[src/rtl/time_counter.sv]
`default_nettype none
// ============================================================================
// Module   : time_counter
// Purpose  : hh:mm:ss time-of-day counter in BCD, advanced by a 1 Hz enable
//            pulse, with a button-driven set mode (hours, then minutes).
//            Optional macro TIME_BLINK_EN adds a time_blink output that
//            flashes the digit pair being edited.
// Revision : 1.0 - initial release
// ============================================================================
module time_counter #(
  parameter int INIT_HH = 0,
  parameter int INIT_MM = 0,
  parameter int INIT_SS = 0
) (
  input  logic       time_clock,
  input  logic       time_reset,
  input  logic       time_tick,
  input  logic       time_btn_mode,
  input  logic       time_btn_inc,
  output logic [1:0] time_hour_tens,
  output logic [3:0] time_hour_units,
  output logic [2:0] time_min_tens,
  output logic [3:0] time_min_units,
  output logic [2:0] time_sec_tens,
  output logic [3:0] time_sec_units,
  output logic [1:0] time_mode,
  output logic       time_dayout
`ifdef TIME_BLINK_EN
  ,
  output logic [1:0] time_blink
`endif
);

  typedef enum logic [1:0] {
    MODE_RUN      = 2'b00,
    MODE_SET_HOUR = 2'b01,
    MODE_SET_MIN  = 2'b10,
    MODE_BAD      = 2'b11
  } mode_t;

  localparam logic [1:0] INIT_HT = 2'(INIT_HH / 10);
  localparam logic [3:0] INIT_HU = 4'(INIT_HH % 10);
  localparam logic [2:0] INIT_MT = 3'(INIT_MM / 10);
  localparam logic [3:0] INIT_MU = 4'(INIT_MM % 10);
  localparam logic [2:0] INIT_ST = 3'(INIT_SS / 10);
  localparam logic [3:0] INIT_SU = 4'(INIT_SS % 10);

  mode_t      state;
  logic       mode_prev;
  logic       inc_prev;
  logic       mode_press;
  logic       inc_press;
  logic       sec_wrap;
  logic       min_wrap;
  logic       hour_wrap;
  logic [1:0] hour_tens_nx;
  logic [3:0] hour_units_nx;
  logic [2:0] min_tens_nx;
  logic [3:0] min_units_nx;
  logic [2:0] sec_tens_nx;
  logic [3:0] sec_units_nx;

  assign time_mode  = state;
  assign mode_press = time_btn_mode & ~mode_prev;
  assign inc_press  = time_btn_inc & ~inc_prev;
  assign sec_wrap   = (time_sec_tens == 3'd5) && (time_sec_units == 4'd9);
  assign min_wrap   = (time_min_tens == 3'd5) && (time_min_units == 4'd9);
  assign hour_wrap  = (time_hour_tens == 2'd2) && (time_hour_units == 4'd3);

  // Incremented value of each digit pair, wrapping at its own limit
  always_comb begin
    sec_units_nx  = time_sec_units + 4'd1;
    sec_tens_nx   = time_sec_tens;
    min_units_nx  = time_min_units + 4'd1;
    min_tens_nx   = time_min_tens;
    hour_units_nx = time_hour_units + 4'd1;
    hour_tens_nx  = time_hour_tens;
    if (time_sec_units == 4'd9) begin
      sec_units_nx = 4'd0;
      sec_tens_nx  = (time_sec_tens == 3'd5) ? 3'd0 : time_sec_tens + 3'd1;
    end
    if (time_min_units == 4'd9) begin
      min_units_nx = 4'd0;
      min_tens_nx  = (time_min_tens == 3'd5) ? 3'd0 : time_min_tens + 3'd1;
    end
    if (hour_wrap) begin
      hour_units_nx = 4'd0;
      hour_tens_nx  = 2'd0;
    end else if (time_hour_units == 4'd9) begin
      hour_units_nx = 4'd0;
      hour_tens_nx  = time_hour_tens + 2'd1;
    end
  end

  // Previous button levels for rising-edge detection
  always_ff @(posedge time_clock or negedge time_reset) begin
    if (!time_reset) begin
      mode_prev <= 1'b0;
      inc_prev  <= 1'b0;
    end else begin
      mode_prev <= time_btn_mode;
      inc_prev  <= time_btn_inc;
    end
  end

`ifdef TIME_BLINK_EN
  logic phase;

  // Blink phase: toggles per tick while editing, cleared on every state change
  always_ff @(posedge time_clock or negedge time_reset) begin
    if (!time_reset) begin
      phase <= 1'b0;
    end else if (mode_press || (state == MODE_BAD)) begin
      phase <= 1'b0;
    end else if (time_tick && (state != MODE_RUN)) begin
      phase <= ~phase;
    end
  end

  assign time_blink = {phase & (state == MODE_SET_HOUR), phase & (state == MODE_SET_MIN)};
`endif

  // Mode FSM together with the time digits it runs or edits
  always_ff @(posedge time_clock or negedge time_reset) begin
    if (!time_reset) begin
      state           <= MODE_RUN;
      time_dayout     <= 1'b0;
      time_hour_tens  <= INIT_HT;
      time_hour_units <= INIT_HU;
      time_min_tens   <= INIT_MT;
      time_min_units  <= INIT_MU;
      time_sec_tens   <= INIT_ST;
      time_sec_units  <= INIT_SU;
    end else begin
      time_dayout <= 1'b0;
      case (state)
        MODE_RUN: begin
          if (time_tick) begin
            time_sec_tens  <= sec_tens_nx;
            time_sec_units <= sec_units_nx;
            if (sec_wrap) begin
              time_min_tens  <= min_tens_nx;
              time_min_units <= min_units_nx;
              if (min_wrap) begin
                time_hour_tens  <= hour_tens_nx;
                time_hour_units <= hour_units_nx;
              end
            end
            // The pulse cycle would fall in SET_HOUR if mode is pressed too,
            // and the day pulse is never raised while editing.
            time_dayout <= sec_wrap & min_wrap & hour_wrap & ~mode_press;
          end
          if (mode_press) state <= MODE_SET_HOUR;
        end
        MODE_SET_HOUR: begin
          if (mode_press) begin
            state <= MODE_SET_MIN;
          end else if (inc_press) begin
            time_hour_tens  <= hour_tens_nx;
            time_hour_units <= hour_units_nx;
          end
        end
        MODE_SET_MIN: begin
          if (mode_press) begin
            state          <= MODE_RUN;
            time_sec_tens  <= 3'd0;
            time_sec_units <= 4'd0;
          end else if (inc_press) begin
            time_min_tens  <= min_tens_nx;
            time_min_units <= min_units_nx;
          end
        end
        default: state <= MODE_RUN;
      endcase
    end
  end

endmodule
`default_nettype wire

[config.mk]
export PLATFORM = sky130hd
export DESIGN_NAME = time_counter
export DESIGN_NICKNAME = d
export VERILOG_FILES = /design/src/rtl/time_counter.sv
export SDC_FILE = /design/constraint.sdc
export NUM_CORES = 1
export LEC_CHECK = 0
export ABC_AREA = 0
export CORE_ASPECT_RATIO = 1.75
export CORE_MARGIN = 2
export CORE_UTILIZATION = 50
export CTS_BUF_LIST = sky130_fd_sc_hd__clkbuf_4 sky130_fd_sc_hd__clkbuf_8
export CTS_CLUSTER_DIAMETER = 30
export DETAILED_ROUTE_END_ITERATION = 6
export PLACE_DENSITY = 0.78
export SLEW_MARGIN = 10
export SYNTH_ARGS = -nofsm -noshare
export SYNTH_HDL_FRONTEND = slang
export SYNTH_SLANG_ARGS = --single-unit
[constraint.sdc]
create_clock -name time_clock -period 5.4 [get_ports time_clock]
set_input_delay 1.08 -clock time_clock [delete_from_list [all_inputs] [get_ports time_clock]]
set_output_delay 1.08 -clock time_clock [all_outputs]
set_load 0.05 [all_outputs]
Word-level counts from Yosys, hierarchy flattened
Cells that the tools add are included.

operators by class
  add/sub/neg operators = 6
  equality and inequality tests = 20
  muxes and demuxes = 44
  bitwise operators = 8
  reduce and logical (&&, ||, !) cells = 11

operators by type and width
  kind                                                                    number
  4-bit 2-to-1 mux                                                        15
  3-bit 2-to-1 mux                                                        10
  4-bit case mux with 2 select lines                                      3
  2-bit != test (second input constant)                                   11
  2-bit 2-to-1 mux                                                        10
  4-bit by 1-bit adder with 4-bit output (second input constant)          3
  4-bit equality test (second input constant)                             3
  3-bit case mux with 2 select lines                                      2
  3-bit by 1-bit adder with 3-bit output (second input constant)          2
  3-bit equality test (second input constant)                             2
  2-bit case mux with 3 select lines                                      1
  3-bit AND reduction                                                     2
  6-bit AND reduction                                                     1
  1-bit AND                                                               5
  5-bit AND reduction                                                     1
  2-bit equality test (second input constant)                             2
  4-bit by 2-bit equality test with 1-bit output (second input constant)  1
  2-bit case mux with 2 select lines                                      1
  4-bit AND reduction                                                     1
  2-bit nonzero test                                                      2
  1-bit logical AND                                                       3
  1-bit inverter                                                          3
  2-bit by 1-bit adder with 2-bit output (second input constant)          1
  2-bit by 1-bit equality test with 1-bit output (second input constant)  1
  other kinds (2)                                                         3

word-level totals
  register bits after elaboration = 25
  input bits = 5
  output and inout bits = 23
  logic and storage cells = 99

Depth between registers and ports, before layout
  depth after elaboration = 7
  gate-level depth with buffers = 6

Worst setup path after synthesis
OpenSTA, ideal clock, no wires.

  path type = in2reg
  start = in time_btn_inc
  end = reg time_min_tens[2]
  library setup time = 0.128 ns
  arrival time = 2.085 ns
  slack = 3.188 ns
  stages on the path = 5
  buffers on the path = 1
  cell sequence = nor2b_1 -> and4_2 -> clkbuf_1 -> o211ai_2 -> mux2_1

on the way
  word-level cells in the longest chain between the ends = 3

RTL lines
  what                           RTL line  text
  start: declaration             19        input logic time_btn_inc,
  1-bit AND                      65        assign inc_press = time_btn_inc & ~inc_prev;
  2-bit != test (no line)        --
  5-bit AND reduction (no line)  --
  end signal: assignment         142       time_min_tens <= min_tens_nx;
  end signal: assignment         169       time_min_tens <= min_tens_nx;
  end: declaration               22        output logic [2:0] time_min_tens,

No other way between the ends.
A chain may end at the register's enable or synchronous reset.

Worst setup path after layout
  start = reg state[0], in the netlist time_mode[0]
  end = out time_mode[0]

RTL lines
  what                      RTL line  text
  start: declaration        48        mode_t state;
  start signal: assignment  126       state <= MODE_RUN;
  start signal: assignment  153       if (mode_press) state <= MODE_SET_HOUR;
  start signal: assignment  157       state <= MODE_SET_MIN;
  end: declaration          26        output logic [1:0] time_mode,

No word-level cell between the ends.

==> flow_summary.ini <==
[cts]
postCtsSetupBuffers = 0
numCtsBuffers = 3
root_buffer = clkbuf_8
cts_max_level = 1
cts_hold_buf = 0
cts_tree = yes
clockBufferDepth = 2
cts_sinks = 25
clk_pin_slew_ps = 90
post_cts_resized = 0
clk_latency_ps = 270

[power_and_ir_drop]
clock_power_share_pct = 12.0
fin_total_pwr_w = 0.0009448
vdd_ir_drop_max_mv = 0.3767
seqPwrFrac_pct = 35.1
power_density_nw_per_um2 = 535.9
combPwrFrac_pct = 52.9
swShare_pct = 49.42
p_sw_w = 0.0004669
p_int_w = 0.0004779
p_leak_nw = 0.7706

[final_layout]
nets = 178
final_layout_size_suffix_gt1_share_pct = 10.71
nFillCells = 205
areaGrowthSynthToFinish_pct = 22.84
antenna_cells = 0

[floorplan]
core_um2 = 2721
die_area_um2 = 3332
fp.dieH_um = 74.87
rows = 25
start_util_pct = 52.74
io_pins = 28
fp.dieW_um = 44.50

[logic_synthesis]
synthFlopType = dfrtp_1
ys_warn_count = 0
syn_inst = 140
ys_ff_latch = 25
synth_area_um2 = 1435
synth.yosys.seq_area_share_pct = 43.59
ys_types = 48
synth_edf_count = 0
async_flop_share_pct = 100.0
syn_nets = 149
synth.avg_cell_area_um2 = 10.25

[placed_design]
portBuffers = 27
dp_hpwl_mm = 2.239
gp_congestion = 0.8353

[timing]
slew_violations = 0
finalHoldViolCount = 0
fin_crit_ps = 2850
slew-limit-headroom_pct = 62.04
worstMarginPinSlew_ps = 564.3
clock.fmax_ghz = 0.3509
rsz0062_at_grt = no
fin_setup_tns_ps = 0
clock-skew-final_ps = 5.108
setup_viol = 0
fin_crit_sh_pct = 52.77

[global_route]
grt_overflow = 0
grt_max_degree = 26
antenna_found_initial = 0
grt_pass1_wl_mm = 5.106
grt_pass1_vias = 1130
grt_usage_pct = 21.20

[route]
detail_route.iter0.violations = 28
drt_first_pass_iters = 4
totalWireLength_mm = 3.001
drtAntennaViolNets = 0
wl_per_cell_um = 15.39
vias_per_cell = 5.877
drc_errors = 0
vias = 1146

[critical_path]
required_ps = 4320
path_cells = clkdlybuf4s50_1
slowest_delay_ps = 890
critPathSlowestCell = clkdlybuf4s50_1
cpLargestDelayFamily = buffers and inverters
crit_type = reg2out
end_kind = output port
arrival_ps = 1770
critical_path_buf_inv_count = 1
worstSetupStartpointType = flop
worst-path-max-fanout = 13

[run]
drv_cap = 0

[outcome]
status = completed

[min_path]
hp-class = reg2reg
==> worst paths after layout <==
check,startpoint,endpoint,slack [ps],cells past startpoint
max,time_mode[0],time_mode[0],2550,1
min,time_sec_tens[1],time_sec_tens[1],520,1
max reg2reg,time_sec_units[1],time_hour_tens[0],3450,6
min reg2reg,time_sec_tens[1],time_sec_tens[1],520,1
max in group asynchronous,time_reset,time_min_tens[2],4240,1
min in group asynchronous,time_reset,time_sec_units[3],780,1
==> registers in the layout (all words and copies together) (netlist names) <==
signal,cells
time_sec_units,4
time_mode,2
mode_prev,1
time_min_tens,3
time_dayout,1
time_sec_tens,3
time_min_units,4
time_hour_units,4
time_hour_tens,2
inc_prev,1
==> Yosys cell counts (2+ instances only) <==
library cell | n | area share, %
a21oi_1 | 4 | 1.4
o31ai_1 | 2 | 1.0
nor3_1 | 2 | 0.70
o211ai_2 | 2 | 1.7
and3_1 | 3 | 1.3
xor2_1 | 2 | 1.2
mux2_1 | 2 | 1.6
nand3b_1 | 3 | 1.6
o21ai_0 | 11 | 3.8
inv_1 | 9 | 2.4
nand2_1 | 8 | 2.1
ha_1 | 4 | 3.5
nand4bb_1 | 2 | 1.6
nor2b_1 | 5 | 2.2
nor2_1 | 8 | 2.1
mux2_2 | 4 | 3.1
nand2b_1 | 5 | 2.2
xnor2_1 | 3 | 1.8
o21ai_1 | 2 | 0.70
a21o_1 | 2 | 1.0
o211ai_1 | 4 | 2.1
nand3_1 | 3 | 1.0
dfrtp_1 | 25 | 44
==> layout make-up <==
cell class | count | area, um2 | share of cell area [%]
Multi-Input combinational cell | 103 | 755.7 | 42.87
Sequential cell | 25 | 625.6 | 35.49
Timing Repair Buffer | 27 | 265.3 | 15.05
Clock buffer | 3 | 41.29 | 2.342
Inverter | 9 | 33.78 | 1.916
Tap cell | 27 | 33.78 | 1.916
Clock inverter | 1 | 7.507 | 0.4258
==> power by group through the flow <==
stage | clock network [W] | logic [W] | registers (W)
5_1_grt | 0.000124 | 0.000537 | 0.000346
6_report | 0.000114 | 0.000499 | 0.000332
3_5_place_dp | 0 | 0.000499 | 0.000335
3_3_place_gp | 0 | 0.000490 | 0.000330
4_1_cts | 0.000118 | 0.000503 | 0.000331
2_1_floorplan | 0 | 0.000187 | 0.000489
==> kinds of logic (layout without fill, tap and decap cells) <==
kind of cell,Yosys count,count (layout),synth area share (%)
and+or+nand+nor,52,52,23.80
AOI/OAI and AO/OA,36,36,17.61
DFF,25,25,43.59
buffers and inverters,12,40,3.748
muxes,6,6,4.708
xor gates and xnor gates,5,5,3.052
adders and majority gates,4,4,3.487
==> stage by stage <==
stage / worst slack (ps) / cell area, um2 / utilization (%) / hold WS, ps / instances
finish: 2550 / 1763 / 64.78 / 522.8 / 195
CTS: 2541 / 1768 / 64.97 / 526.7 / 195
global route: 2477 / 1763 / 64.78 / 576.4 / 195
floorplan: 3188 / 1435 / - / 583.9 / 140
global placement: 2700 / 1719 / 63.17 / 497.4 / 191
detailed placement: 2664 / 1719 / 63.17 / 513.6 / 191
==> cells in the final DEF (no fill, tap or decap), types with 3 or more instances in the layout <==
| cell type | n |
|---|---|
| nand3b_1 | 3 |
| a21oi_1 | 4 |
| dfrtp_1 | 25 |
| inv_1 | 9 |
| clkbuf_8 | 3 |
| nand2b_1 | 5 |
| ha_1 | 4 |
| nor2b_1 | 5 |
| mux2_2 | 4 |
| clkdlybuf4s50_1 | 26 |
| and3_1 | 3 |
| nor2_1 | 8 |
| o21ai_0 | 11 |
| o211ai_1 | 4 |
| xnor2_1 | 3 |
| nand3_1 | 3 |
| nand2_1 | 8 |
==> metal layers <==
layer	vias to the layer above	global-route usage, %	part of all wire (%)
met5	-	0	0
met4	0	11.11	1.7
met3	4	3.837	2.7
met2	27	36.71	56
met1	552	24.11	40
li1	563	-	-
Power figures use the tool's default switching activity.
==> RTL change (same flow settings) <==
Put one more register stage on the output `time_min_units`. The value now appears one clock later. The other outputs are not delayed to match.
--- a/src/rtl/time_counter.sv
+++ b/src/rtl/time_counter.sv
@@ -45,6 +45,8 @@
   localparam logic [2:0] INIT_ST = 3'(INIT_SS / 10);
   localparam logic [3:0] INIT_SU = 4'(INIT_SS % 10);
 
+  logic [3:0] time_min_units_s0;
+
   mode_t      state;
   logic       mode_prev;
   logic       inc_prev;
@@ -64,14 +66,14 @@
   assign mode_press = time_btn_mode & ~mode_prev;
   assign inc_press  = time_btn_inc & ~inc_prev;
   assign sec_wrap   = (time_sec_tens == 3'd5) && (time_sec_units == 4'd9);
-  assign min_wrap   = (time_min_tens == 3'd5) && (time_min_units == 4'd9);
+  assign min_wrap   = (time_min_tens == 3'd5) && (time_min_units_s0 == 4'd9);
   assign hour_wrap  = (time_hour_tens == 2'd2) && (time_hour_units == 4'd3);
 
   // Incremented value of each digit pair, wrapping at its own limit
   always_comb begin
     sec_units_nx  = time_sec_units + 4'd1;
     sec_tens_nx   = time_sec_tens;
-    min_units_nx  = time_min_units + 4'd1;
+    min_units_nx  = time_min_units_s0 + 4'd1;
     min_tens_nx   = time_min_tens;
     hour_units_nx = time_hour_units + 4'd1;
     hour_tens_nx  = time_hour_tens;
@@ -79,7 +81,7 @@
       sec_units_nx = 4'd0;
       sec_tens_nx  = (time_sec_tens == 3'd5) ? 3'd0 : time_sec_tens + 3'd1;
     end
-    if (time_min_units == 4'd9) begin
+    if (time_min_units_s0 == 4'd9) begin
       min_units_nx = 4'd0;
       min_tens_nx  = (time_min_tens == 3'd5) ? 3'd0 : time_min_tens + 3'd1;
     end
@@ -128,7 +130,7 @@
       time_hour_tens  <= INIT_HT;
       time_hour_units <= INIT_HU;
       time_min_tens   <= INIT_MT;
-      time_min_units  <= INIT_MU;
+      time_min_units_s0 <= INIT_MU;
       time_sec_tens   <= INIT_ST;
       time_sec_units  <= INIT_SU;
     end else begin
@@ -140,7 +142,7 @@
             time_sec_units <= sec_units_nx;
             if (sec_wrap) begin
               time_min_tens  <= min_tens_nx;
-              time_min_units <= min_units_nx;
+              time_min_units_s0 <= min_units_nx;
               if (min_wrap) begin
                 time_hour_tens  <= hour_tens_nx;
                 time_hour_units <= hour_units_nx;
@@ -167,7 +169,7 @@
             time_sec_units <= 4'd0;
           end else if (inc_press) begin
             time_min_tens  <= min_tens_nx;
-            time_min_units <= min_units_nx;
+            time_min_units_s0 <= min_units_nx;
           end
         end
         default: state <= MODE_RUN;
@@ -175,6 +177,10 @@
     end
   end
 
+  always_ff @(posedge time_clock) begin
+    time_min_units <= time_min_units_s0;
+  end
+
 endmodule
 `default_nettype wire
 
Function: changed (a bounded check fails within 10 cycles, from zero or initial values and one cycle with time_reset low).
==> RTL change against the unedited design <==
Synthesized cell count fell by 3.6%; synthesized area rose by 5.3%; combinational power rose by 8.4%; wire length fell by 1.5%; maximum frequency fell by 8.5%; sequential cell count rose by 4; design area rose by 5.7%; register-to-register slack got worse by 120 ps; count of clock-buffer cells in the layout rose by 5; first-iteration DRC count fell by 57%; clock skew fell by 1.7 ps; power rose by 18%; critical path depth did not move; worst setup slack got worse by 270 ps; critical path type unchanged.
==> RTL change: results (changes against the unedited design) <==
Status
  – Status: finished, final reports clean

Setup path
  – Reg-to-reg critical path startpoint: time_mode[0]
  – R2R depth: 4 (-2)
  – Biggest cell delay along the critical path: 950 ps (+60 ps)
  – Flop-to-flop setup slack: 3330 ps (-120 ps)
  – Critical-path maximum fanout: 18 (+5)

Clocking
  – Clock slew at reported path FFs: 60 ps (-30 ps)
  – TritonCTS Buffers: 5 (+2)
  – H-tree Lvls: 2 (+1)

Finish
  – Reg area: 706 um^2 (+13%)
  – Number of fill cells: 236 (+15%)

Routing
  – Mean routed wirelength per cell: 15.3 um (-0.45%)
  – Met3 routed WL: 103 um (+26%)
  – Drt total wl: 2960 um (-1.5%)
  – Wire length on met2: 1620 um (-3.2%)
  – Detailed-route wire length on metal 1: 1160 um (-2.6%)

Placed design
  – DP HPWL: 2220 um (-0.90%)
  – Routability cong.: 0.840 (+0.51%)
  – Pre-CTS setup slack: 2490 ps (-171 ps)

Synth
  – Synthesized Nets: 144 (-3.4%)
  – Number of library cell types mapped by synthesis: 49 (+2.1%)
  – Sequential area share after synthesis: 46.7% (+3.1 points)
  – Synth area leaders: dfrtp_1 41%, dfxtp_1 5.3%, mux2_2 4.5%, ha_1 3.3%, o21ai_0 2.3%
  – Syn_area_per_cell: 11.2 um^2 (+9.2%)
  – Async SR Flop Fraction: 86.2% (-14 points)

Global routing
  – All-Layer GR Usage: 19.9% (-1.4 points)
  – Met2 usage: 33.1% (-3.6 points)
  – Number of global-route vias before repair: 1129 (-0.088%)

Power
  – Max IR drop VDD: 0.305 mV (-19%)
  – Seq group: 0.391 mW (+18%)
  – Clock power frac: 16.2% (+4.2 points)
  – Sw Share: 46.2% (-3.2 points)

Worst hold path
  – WHS Endpoint: time_min_units[0]
  – Hold Crit Depth: 0 (-1)
  – Worst Min Path Start: time_min_units_s0[0]

STA
  – Headroom to the max-slew limit: 52.3% (-9.7 points)
-- RTL change: how the worst max path moves through the flow --
stage	startpoint	endpoint	slack (ps)
after CTS	time_mode[0]	time_mode[0]	2270
after detailed placement	time_btn_mode	time_min_tens[2]	2490
final	time_mode[0]	time_mode[0]	2280
after floorplan	time_btn_mode	time_min_units_s0[3]	3140
after global placement	time_btn_mode	time_min_tens[2]	2580
after global routing	time_mode[0]	time_mode[0]	2220
-- RTL change: logic make-up (layout without fill, tap and decap cells) --
logic type,Yosys count,in the layout,synth area share [%]
AND/OR/NAND/NOR,48,48,21.3
XOR/XNOR,4,4,2.32
flip-flops,29,29,46.7
multiplexers,8,8,5.88
AO/OA/AOI/OAI,31,31,16.4
buffers and inverters,11,41,4.14
adder cells (fa/ha/maj),4,4,3.31
-- RTL change: final cells by class --
type,instances,area share (%)
tap,28,1.88
inverter,6,1.21
sequential,29,37.9
multi-input combinational,95,39.9
timing repair buffer,27,14.2
clock buffer,8,4.90
